<file path="src/rtl/clock_scan.sv">
// Digital clock core: 24-hour BCD time keeping with manual adjust, plus the
// 8-digit scan that feeds the 7-segment decoder.
module clock_scan #(
  parameter int SEC_DIV  = 50000000,
  parameter int SCAN_DIV = 50000
) (
  input  logic       clk,
  input  logic       rst_n,
  input  logic       run,
  input  logic       adj_min,
  input  logic       adj_hour,
  input  logic       clr_sec,
  output logic [3:0] din,
  output logic [7:0] sel,
  output logic       sec_tick,
  output logic [7:0] hh,
  output logic [7:0] mm,
  output logic [7:0] ss
);

  localparam int PW = (SEC_DIV > 1) ? $clog2(SEC_DIV) : 1;
  localparam int CW = (SCAN_DIV > 1) ? $clog2(SCAN_DIV) : 1;
  localparam logic [PW-1:0] PMAX = PW'(SEC_DIV - 1);
  localparam logic [CW-1:0] CMAX = CW'(SCAN_DIV - 1);
  localparam logic [3:0] DASH = 4'd10;

  logic [PW-1:0] presc, presc_n;
  logic [CW-1:0] scan_cnt, scan_cnt_n;
  logic [2:0]    idx, idx_n;
  logic [7:0]    ss_n, mm_n, hh_n;
  logic [3:0]    din_n;
  logic          tick, sec_adv, min_carry, hour_carry;

  // 00..59 BCD increment; wraps 59 -> 00
  function automatic logic [7:0] inc_sexa(input logic [7:0] v);
    logic [7:0] r;
    if (v[3:0] >= 4'd9) begin
      r[3:0] = 4'd0;
      r[7:4] = (v[7:4] >= 4'd5) ? 4'd0 : v[7:4] + 4'd1;
    end else begin
      r = {v[7:4], v[3:0] + 4'd1};
    end
    return r;
  endfunction

  // 00..23 BCD increment; wraps 23 -> 00
  function automatic logic [7:0] inc_hours(input logic [7:0] v);
    logic [7:0] r;
    if (v >= 8'h23) begin
      r = 8'h00;
    end else if (v[3:0] >= 4'd9) begin
      r = {v[7:4] + 4'd1, 4'd0};
    end else begin
      r = {v[7:4], v[3:0] + 4'd1};
    end
    return r;
  endfunction

  // clr_sec swallows a coincident tick, so it also suppresses the minute carry
  always_comb begin
    tick       = run && (presc == PMAX);
    sec_adv    = tick && !clr_sec;
    min_carry  = sec_adv && (ss == 8'h59);
    hour_carry = min_carry && (mm == 8'h59);

    presc_n = (!run || clr_sec || tick) ? '0 : presc + PW'(1);

    if (clr_sec)      ss_n = 8'h00;
    else if (sec_adv) ss_n = inc_sexa(ss);
    else              ss_n = ss;

    mm_n = (min_carry || adj_min)   ? inc_sexa(mm)  : mm;
    hh_n = (hour_carry || adj_hour) ? inc_hours(hh) : hh;
  end

  always_comb begin
    if (scan_cnt == CMAX) begin
      scan_cnt_n = '0;
      idx_n      = idx + 3'd1;
    end else begin
      scan_cnt_n = scan_cnt + CW'(1);
      idx_n      = idx;
    end
  end

  // din is built from next-state time so it always matches the registered hh/mm/ss
  always_comb begin
    din_n = DASH;
    case (idx_n)
      3'd0: din_n = ss_n[3:0];
      3'd1: din_n = ss_n[7:4];
      3'd3: din_n = mm_n[3:0];
      3'd4: din_n = mm_n[7:4];
      3'd6: din_n = hh_n[3:0];
      3'd7: din_n = hh_n[7:4];
      default: din_n = DASH;
    endcase
  end

  always_ff @(posedge clk or negedge rst_n) begin
    if (!rst_n) begin
      presc    <= '0;
      scan_cnt <= '0;
      idx      <= 3'd0;
      ss       <= 8'h00;
      mm       <= 8'h00;
      hh       <= 8'h00;
      sec_tick <= 1'b0;
      din      <= 4'd0;
      sel      <= 8'hFE;
    end else begin
      presc    <= presc_n;
      scan_cnt <= scan_cnt_n;
      idx      <= idx_n;
      ss       <= ss_n;
      mm       <= mm_n;
      hh       <= hh_n;
      sec_tick <= sec_adv;
      din      <= din_n;
      sel      <= ~(8'b1 << idx_n);
    end
  end

endmodule
</file>
<file path="config.mk">
export PLATFORM = sky130hd
export DESIGN_NAME = clock_scan
export DESIGN_NICKNAME = d
export VERILOG_FILES = /design/src/rtl/clock_scan.sv
export SDC_FILE = /design/constraint.sdc
export NUM_CORES = 1
export LEC_CHECK = 0
export BUFFER_PORTS_ARGS = -buffer_cell sky130_fd_sc_hd__buf_2
export CAP_MARGIN = 15
export CORE_AREA = 10 10 123 125
export CTS_CLUSTER_DIAMETER = 200
export CTS_CLUSTER_SIZE = 30
export DETAILED_ROUTE_END_ITERATION = 8
export DIE_AREA = 0 0 133 135
export GPL_ROUTABILITY_DRIVEN = 0
export GPL_TIMING_DRIVEN = 0
export HOLD_SLACK_MARGIN = 0.08
export MAX_ROUTING_LAYER = met4
export SYNTH_ARGS = -nofsm -noshare
export SYNTH_HDL_FRONTEND = slang
export SYNTH_SLANG_ARGS = --single-unit
</file>
<file path="constraint.sdc">
create_clock -name clk -period 4.6 [get_ports clk]
set_clock_uncertainty 0.15 [all_clocks]
set_input_delay 0.23 -clock clk [delete_from_list [all_inputs] [get_ports clk]]
set_output_delay 0.23 -clock clk [all_outputs]
set_load 0.02 [all_outputs]
</file>
==> impl_metrics.env, run 1 <==
export IMPL_final_period_utilization_pct=63.1
export IMPL_clk_latency_ns=0.34
export IMPL_synthXorXnorAreaFrac_pct=7.85
export IMPL_synth_area_leaders="dfrtp_1 (43%), ha_1 (5.8%), nor2_1 (5.4%), xor2_1 (4.8%), dfstp_2 (4.2%)"
export IMPL_n_antenna_cell=0
export IMPL_leakagePower_nw=2.40
export IMPL_arrival_ns=3.00
export IMPL_post_route_min_period_ns=2.90
export IMPL_ys_seq_area_share_pct=47.4
export IMPL_hold_class="in2reg"
export IMPL_status="finished, final reports clean"
export IMPL_cp_cell_sequence="ha_1 > nand4_2 > nor4_4 > and4_1 > or2_1 > buf_2 > mux2_1 > o221a_2 > o211ai_1"
export IMPL_power_density_nw_per_um2=387
export IMPL_startpoint="presc[0]"
export IMPL_final_setup_viol_count=0
export IMPL_worst_pin_slew_ns=0.794
export IMPL_crit_path_max_fanout=7
export IMPL_rr_endpoint="din[1]"
export IMPL_p_seq_share_pct=43.0
export IMPL_p_sw_mw=0.622
export IMPL_drt_total_wl_microns=9920
export IMPL_yosys_warnings=0
export IMPL_synth_most_common_cell="dfrtp_1"
export IMPL_clkSlewWorstSetupHoldPaths_ns=0.06
export IMPL_yosys_mux_area_fraction_pct=1.96
export IMPL_power_internal_mw=1.35
export IMPL_p_sw_share_pct=31.6
export IMPL_cts_hold_buf=1
export IMPL_cts_num_sinks=82
export IMPL_initial_core_util_pct=34.6
export IMPL_slowest_delay_ns=0.47
export IMPL_cts_tree="built"
export IMPL_htree_levels=3
export IMPL_power_frac_comb_pct=21.8
export IMPL_ir_drop_v=0.000200
export IMPL_rsz0062_at_grt="no"
export IMPL_nets=527
export IMPL_synthTopCellsByCount="dfrtp_1 (75), nor2_1 (63), inv_1 (33)"
export IMPL_cp_endpoint="din[1]"
export IMPL_detail_route_antenna_nets=0
export IMPL_synth_compound_area_share_pct=9.78
export IMPL_ys_seq_elements=82
export IMPL_setup_tns_ns=0
export IMPL_regToRegSetupSlack_ns=1.70
export IMPL_track_usage_pct=11.9
export IMPL_post_cts_resized=0
export IMPL_drc_errors=0
export IMPL_cp_start_kind="flop"
export IMPL_grt_pass1_vias=3388
export IMPL_drtIter0Drc=288
export IMPL_netlist_area_sq_um=4350
export IMPL_synth_top_family_by_area="simple AND/OR/NAND/NOR gates"
export IMPL_post_cts_buffers=0
export IMPL_endpoint_kind="flop"
export IMPL_die_area_sq_um=18000
export IMPL_grt_max_degree=48
export IMPL_power_frac_clock_pct=35.2
export IMPL_antenna_found_initial=0
export IMPL_crit_type="reg2reg"
export IMPL_numCtsBuffers=9
export IMPL_place_hpwl_microns=7400
export IMPL_stdcell_count=678
export IMPL_die_w_microns=133
export IMPL_die_y_microns=135
export IMPL_core_sq_um=12600
export IMPL_drt_first_pass_iters=4
export IMPL_required_ns=4.70
export IMPL_slew_violations=0
export IMPL_overflow=0
export IMPL_io_pins=43
export IMPL_ys_flop_type="dfrtp_1"
export IMPL_syn_to_final_growth_pct=17.1
export IMPL_fillers=1244
export IMPL_cap_violations=0
export IMPL_hold_violations=0
export IMPL_synth_nets=472
export IMPL_fmax_mhz=345
export IMPL_reg2reg_depth=9
export IMPL_viasPerCell=4.97
export IMPL_max_clock_path_buffers=2
export IMPL_placed_cells=661
export IMPL_synthArstFlopShare_pct=100
export IMPL_synth_top_cell_area_share_pct=43.2
export IMPL_relSlewSlack_pct=46.6
export IMPL_routedWlPerCell_microns=14.6
export IMPL_synth_top_area_cell="dfrtp_1"
export IMPL_synthAdderAreaFrac_pct=5.75
export IMPL_rows=41
export IMPL_r2r_start="presc[0]"
export IMPL_synthSimpleGateAreaFrac_pct=23.5
export IMPL_vias=3367
export IMPL_synth_edf_count=0
export IMPL_grt_pass1_wl_microns=17100
export IMPL_portBuffers=42
export IMPL_synthCells=446
export IMPL_cp_slowest_cell="nor4_4"
export IMPL_ys_types=62
export IMPL_postSynthAreaPerCell_sq_um=9.75
export IMPL_drive_gt1_share_pct=16.0
export IMPL_cts_root_buf="clkbuf_16"
-- registers in the layout, summed over array words and instances (netlist names) --
name      count
presc        26
scan_cnt     16
hh            8
mm            8
sel           8
ss            8
din           4
idx           3
sec_tick      1
-- critical path, delay by kind of cell, from the launching register on --
| family | cells | cell delay, ns |
|---|---|---|
| simple gates | 4 | 1.10 |
| mux | 1 | 0.39 |
| flops | 1 | 0.38 |
| compound gates | 2 | 0.37 |
| fa+ha+maj | 1 | 0.23 |
| buf+inv | 1 | 0.17 |
-- cell type report --
cell class,instances,area [sq um],area share (%)
plain buffers,9,40.0,0.786
clock buffers,13,240,4.72
clock inverters,3,40.0,0.786
inverters,33,124,2.43
multi-input cells,322,2120,41.7
flip-flops and latches,82,2060,40.4
well taps,172,215,4.22
repair buffers,44,250,4.91
-- placed cells by master, fill, tap and decap left out, types with 9 or more instances in the layout --
master / synthesis / layout
a21oi_1: 12 / 12
and3_1: 12 / 12
buf_2: 2 / 43
clkbuf_1: 5 / 9
clkbuf_16: 0 / 9
dfrtp_1: 75 / 75
ha_1: 20 / 20
inv_1: 33 / 33
nand2_1: 32 / 32
nand3_1: 24 / 24
nand4_1: 11 / 11
nor2_1: 63 / 63
o21ai_0: 13 / 13
xnor2_1: 15 / 15
xor2_1: 24 / 24
-- metrics by stage --
stage | power (mW) | setup WS [ns] | utilization (%) | area, sq um | hold WS [ns]
after floorplan | 1.13 | 2.12 | - | 4350 | -0.216
after global placement | 1.28 | 1.72 | 38.0 | 4770 | 0.290
after detailed placement | 1.29 | 1.68 | 38.2 | 4800 | 0.0821
after CTS | 2.00 | 1.65 | 40.5 | 5090 | 0.130
after global routing | 2.09 | 1.45 | 40.5 | 5090 | 0.177
final | 1.97 | 1.70 | 40.5 | 5090 | 0.137
-- worst min-delay path by stage --
stage                start           to  slack (ns)  cells past startpoint
2_1_floorplan        rst_n       din[0]       -0.22                      0
3_3_place_gp   scan_cnt[0]  scan_cnt[0]        0.29                      1
3_5_place_dp         rst_n        ss[1]        0.08                      1
4_1_cts           adj_hour        hh[6]        0.13                      3
5_1_grt           adj_hour        hh[7]        0.18                      3
6_report          adj_hour        hh[6]        0.14                      3
-- kinds of logic (layout without fill, tap and decap cells) --
kind of cell    after synthesis  count (layout)
buf+inv                      42             102
compound gates               61              61
mux                           8               8
fa+ha+maj                    20              20
xor+xnor                     39              39
flops                        82              82
simple gates                194             194
-- power groups by stage --
stage          registers (mW)  logic, mW  clock network [mW]
2_1_floorplan           0.914      0.220                   0
3_3_place_gp            0.855      0.423                   0
3_5_place_dp            0.860      0.432                   0
4_1_cts                 0.847      0.435               0.713
5_1_grt                 0.859      0.490               0.742
6_report                0.847      0.429               0.695
-- metal layers --
layer / share of wire [%] / track usage (%) / wire, microns / up-vias
li1: - / - / - / 1665
met1: 45 / 14.1 / 4430 / 1613
met2: 49 / 18.9 / 4860 / 81
met3: 5.2 / 3.08 / 518 / 8
met4: 1.2 / 5.26 / 117 / 0
met5: 0 / - / 0 / -
(Power assumes the default switching activity.)
==> inputs of run 2 (changes only) <==
==> constraint.sdc (replaced) <==
create_clock -name clk -period 2.38 [get_ports clk]
set_clock_uncertainty 0.15 [all_clocks]
set_input_delay 0.119 -clock clk [delete_from_list [all_inputs] [get_ports clk]]
set_output_delay 0.119 -clock clk [all_outputs]
set_load 0.02 [all_outputs]
==> impl_metrics.env, run 2 (synthesized netlist as in run 1, its figures left out) <==
export IMPL_status="complete, but fails checks"
export IMPL_violations="setup timing"
export IMPL_htree_levels=3
export IMPL_multi_input_area_sq_um=2410
export IMPL_hold_class="in2async"
export IMPL_final_period_utilization_pct=105
export IMPL_endpoint_kind="flop"
export IMPL_die_w_microns=133
export IMPL_rows=41
export IMPL_syn_to_final_growth_pct=30.4
export IMPL_ir_drop_v=0.000376
export IMPL_core_sq_um=12600
export IMPL_cts_num_sinks=82
export IMPL_cap_violations=0
export IMPL_power_frac_comb_pct=23.8
export IMPL_p_seq_share_pct=39.1
export IMPL_vias=3542
export IMPL_whs_ns=0.0891
export IMPL_post_route_min_period_ns=2.49
export IMPL_required_ns=2.51
export IMPL_p_sw_share_pct=30.8
export IMPL_grt_pass1_wl_microns=17300
export IMPL_viasPerCell=5.03
export IMPL_drtIter0Drc=222
export IMPL_setup_tns_ns=-0.249
export IMPL_clk_latency_ns=0.34
export IMPL_antenna_found_initial=0
export IMPL_grt_max_degree=57
export IMPL_final_setup_viol_count=4
export IMPL_grt_pass1_vias=3482
export IMPL_drt_first_pass_iters=4
export IMPL_n_antenna_cell=0
export IMPL_arrival_ns=2.62
export IMPL_pre_cts_ws_ns=-0.424
export IMPL_track_usage_pct=12.1
export IMPL_final_cell_mix="dfrtp_1 (67), nor2_1 (58), buf_2 (42)"
export IMPL_reg_largest_list="presc (26), scan_cnt (16)"
export IMPL_io_pins=43
export IMPL_fin_ws_ns=-0.112
export IMPL_cts_root_buf="clkbuf_16"
export IMPL_drive_gt1_share_pct=30.1
export IMPL_place_hpwl_microns=7470
export IMPL_cp_start_kind="flop"
export IMPL_nets=553
export IMPL_crit_type="reg2reg"
export IMPL_final_common_cell="dfrtp_1"
export IMPL_finalCoreUtilization_pct=45.1
export IMPL_p_sw_mw=1.31
export IMPL_routedWlPerCell_microns=15.3
export IMPL_power_frac_clock_pct=37.1
export IMPL_rsz0062_at_grt="yes"
export IMPL_ff_latch_area_sq_um=2070
export IMPL_initial_core_util_pct=34.6
export IMPL_final_area_sq_um=5670
export IMPL_cts_tree="built"
export IMPL_drt_total_wl_microns=10800
export IMPL_fmax_mhz=401
export IMPL_relSlewSlack_pct=68.0
export IMPL_clkSlewWorstSetupHoldPaths_ns=0.06
export IMPL_hold_violations=0
export IMPL_numCtsBuffers=9
export IMPL_fillers=1179
export IMPL_overflow=0
export IMPL_postPlaceCellArea_sq_um=4830
export IMPL_largest_register_ffs=26
export IMPL_power_density_nw_per_um2=747
export IMPL_slew_violations=0
export IMPL_placed_cells=661
export IMPL_design_power_total_mw=4.23
export IMPL_worst_pin_slew_ns=0.477
export IMPL_stdcell_count=704
export IMPL_drc_errors=0
export IMPL_die_area_sq_um=18000
export IMPL_detail_route_antenna_nets=0
export IMPL_leakagePower_nw=2.60
export IMPL_crit_path_max_fanout=7
export IMPL_die_y_microns=135
export IMPL_power_internal_mw=2.93
export IMPL_portBuffers=42
export IMPL_max_clock_path_buffers=2
export IMPL_top_register="presc"
==> run 2: power by group through the flow <==
stage                     clock network (mW)  registers [mW]  logic (mW)
after CTS                               1.60            1.66       0.909
after global placement                     0            1.67       0.818
final                                   1.57            1.65        1.01
after global routing                    1.66            1.67        1.12
after detailed placement                   0            1.67       0.839
after floorplan                            0            1.78       0.430
==> run 2: cell type report <==
class / count / area share, %
Clock buffer: 11 / 4.10
Multi-Input combinational cell: 322 / 42.4
Tap cell: 172 / 3.80
Sequential cell: 82 / 36.5
Timing Repair Buffer: 71 / 8.23
Buffer: 8 / 0.927
Inverter: 33 / 2.18
Clock inverter: 5 / 1.81
==> run 2: metal layers <==
| metal | track usage [%] | vias up | part of all wire (%) |
|---|---|---|---|
| met1 | 13.5 | 1750 | 43 |
| met3 | 3.52 | 12 | 4.9 |
| met2 | 20.2 | 64 | 51 |
| li1 | - | 1716 | - |
| met4 | 4.22 | 0 | 1.4 |
| met5 | - | - | 0 |
==> run 2: final timing paths <==
| path | startpoint | endpoint | slack (ns) | depth (start not counted) |
|---|---|---|---|---|
| hold / removal | rst_n | ss[3] | 0.09 | 2 |
| max in group asynchronous | rst_n | sel[6] | 1.34 | 3 |
| min in group clk | scan_cnt[0] | scan_cnt[0] | 0.32 | 1 |
| hold reg to reg | scan_cnt[0] | scan_cnt[0] | 0.32 | 1 |
| setup / recovery | presc[1] | din[0] | -0.11 | 9 |
| setup reg to reg | presc[1] | din[0] | -0.11 | 9 |
==> run 2: what timing repair did <==
action	CTS	global route
hold endpoints to repair	81	6
endpoints found under the setup margin	31	31
pin swaps	20	6
buffers inserted	14	9
resized for setup	39	27
hold buffers	4	1
==> run 2: critical path: stages (launching register included) <==
cell and delay [ns]:
dfrtp_1 0.40, ha_4 0.17, nand4_4 0.12, nor4_4 0.37, buf_6 0.19, nand4_4 0.16
or3_4 0.38, a211oi_2 0.21, a211o_1 0.17, a211o_1 0.10
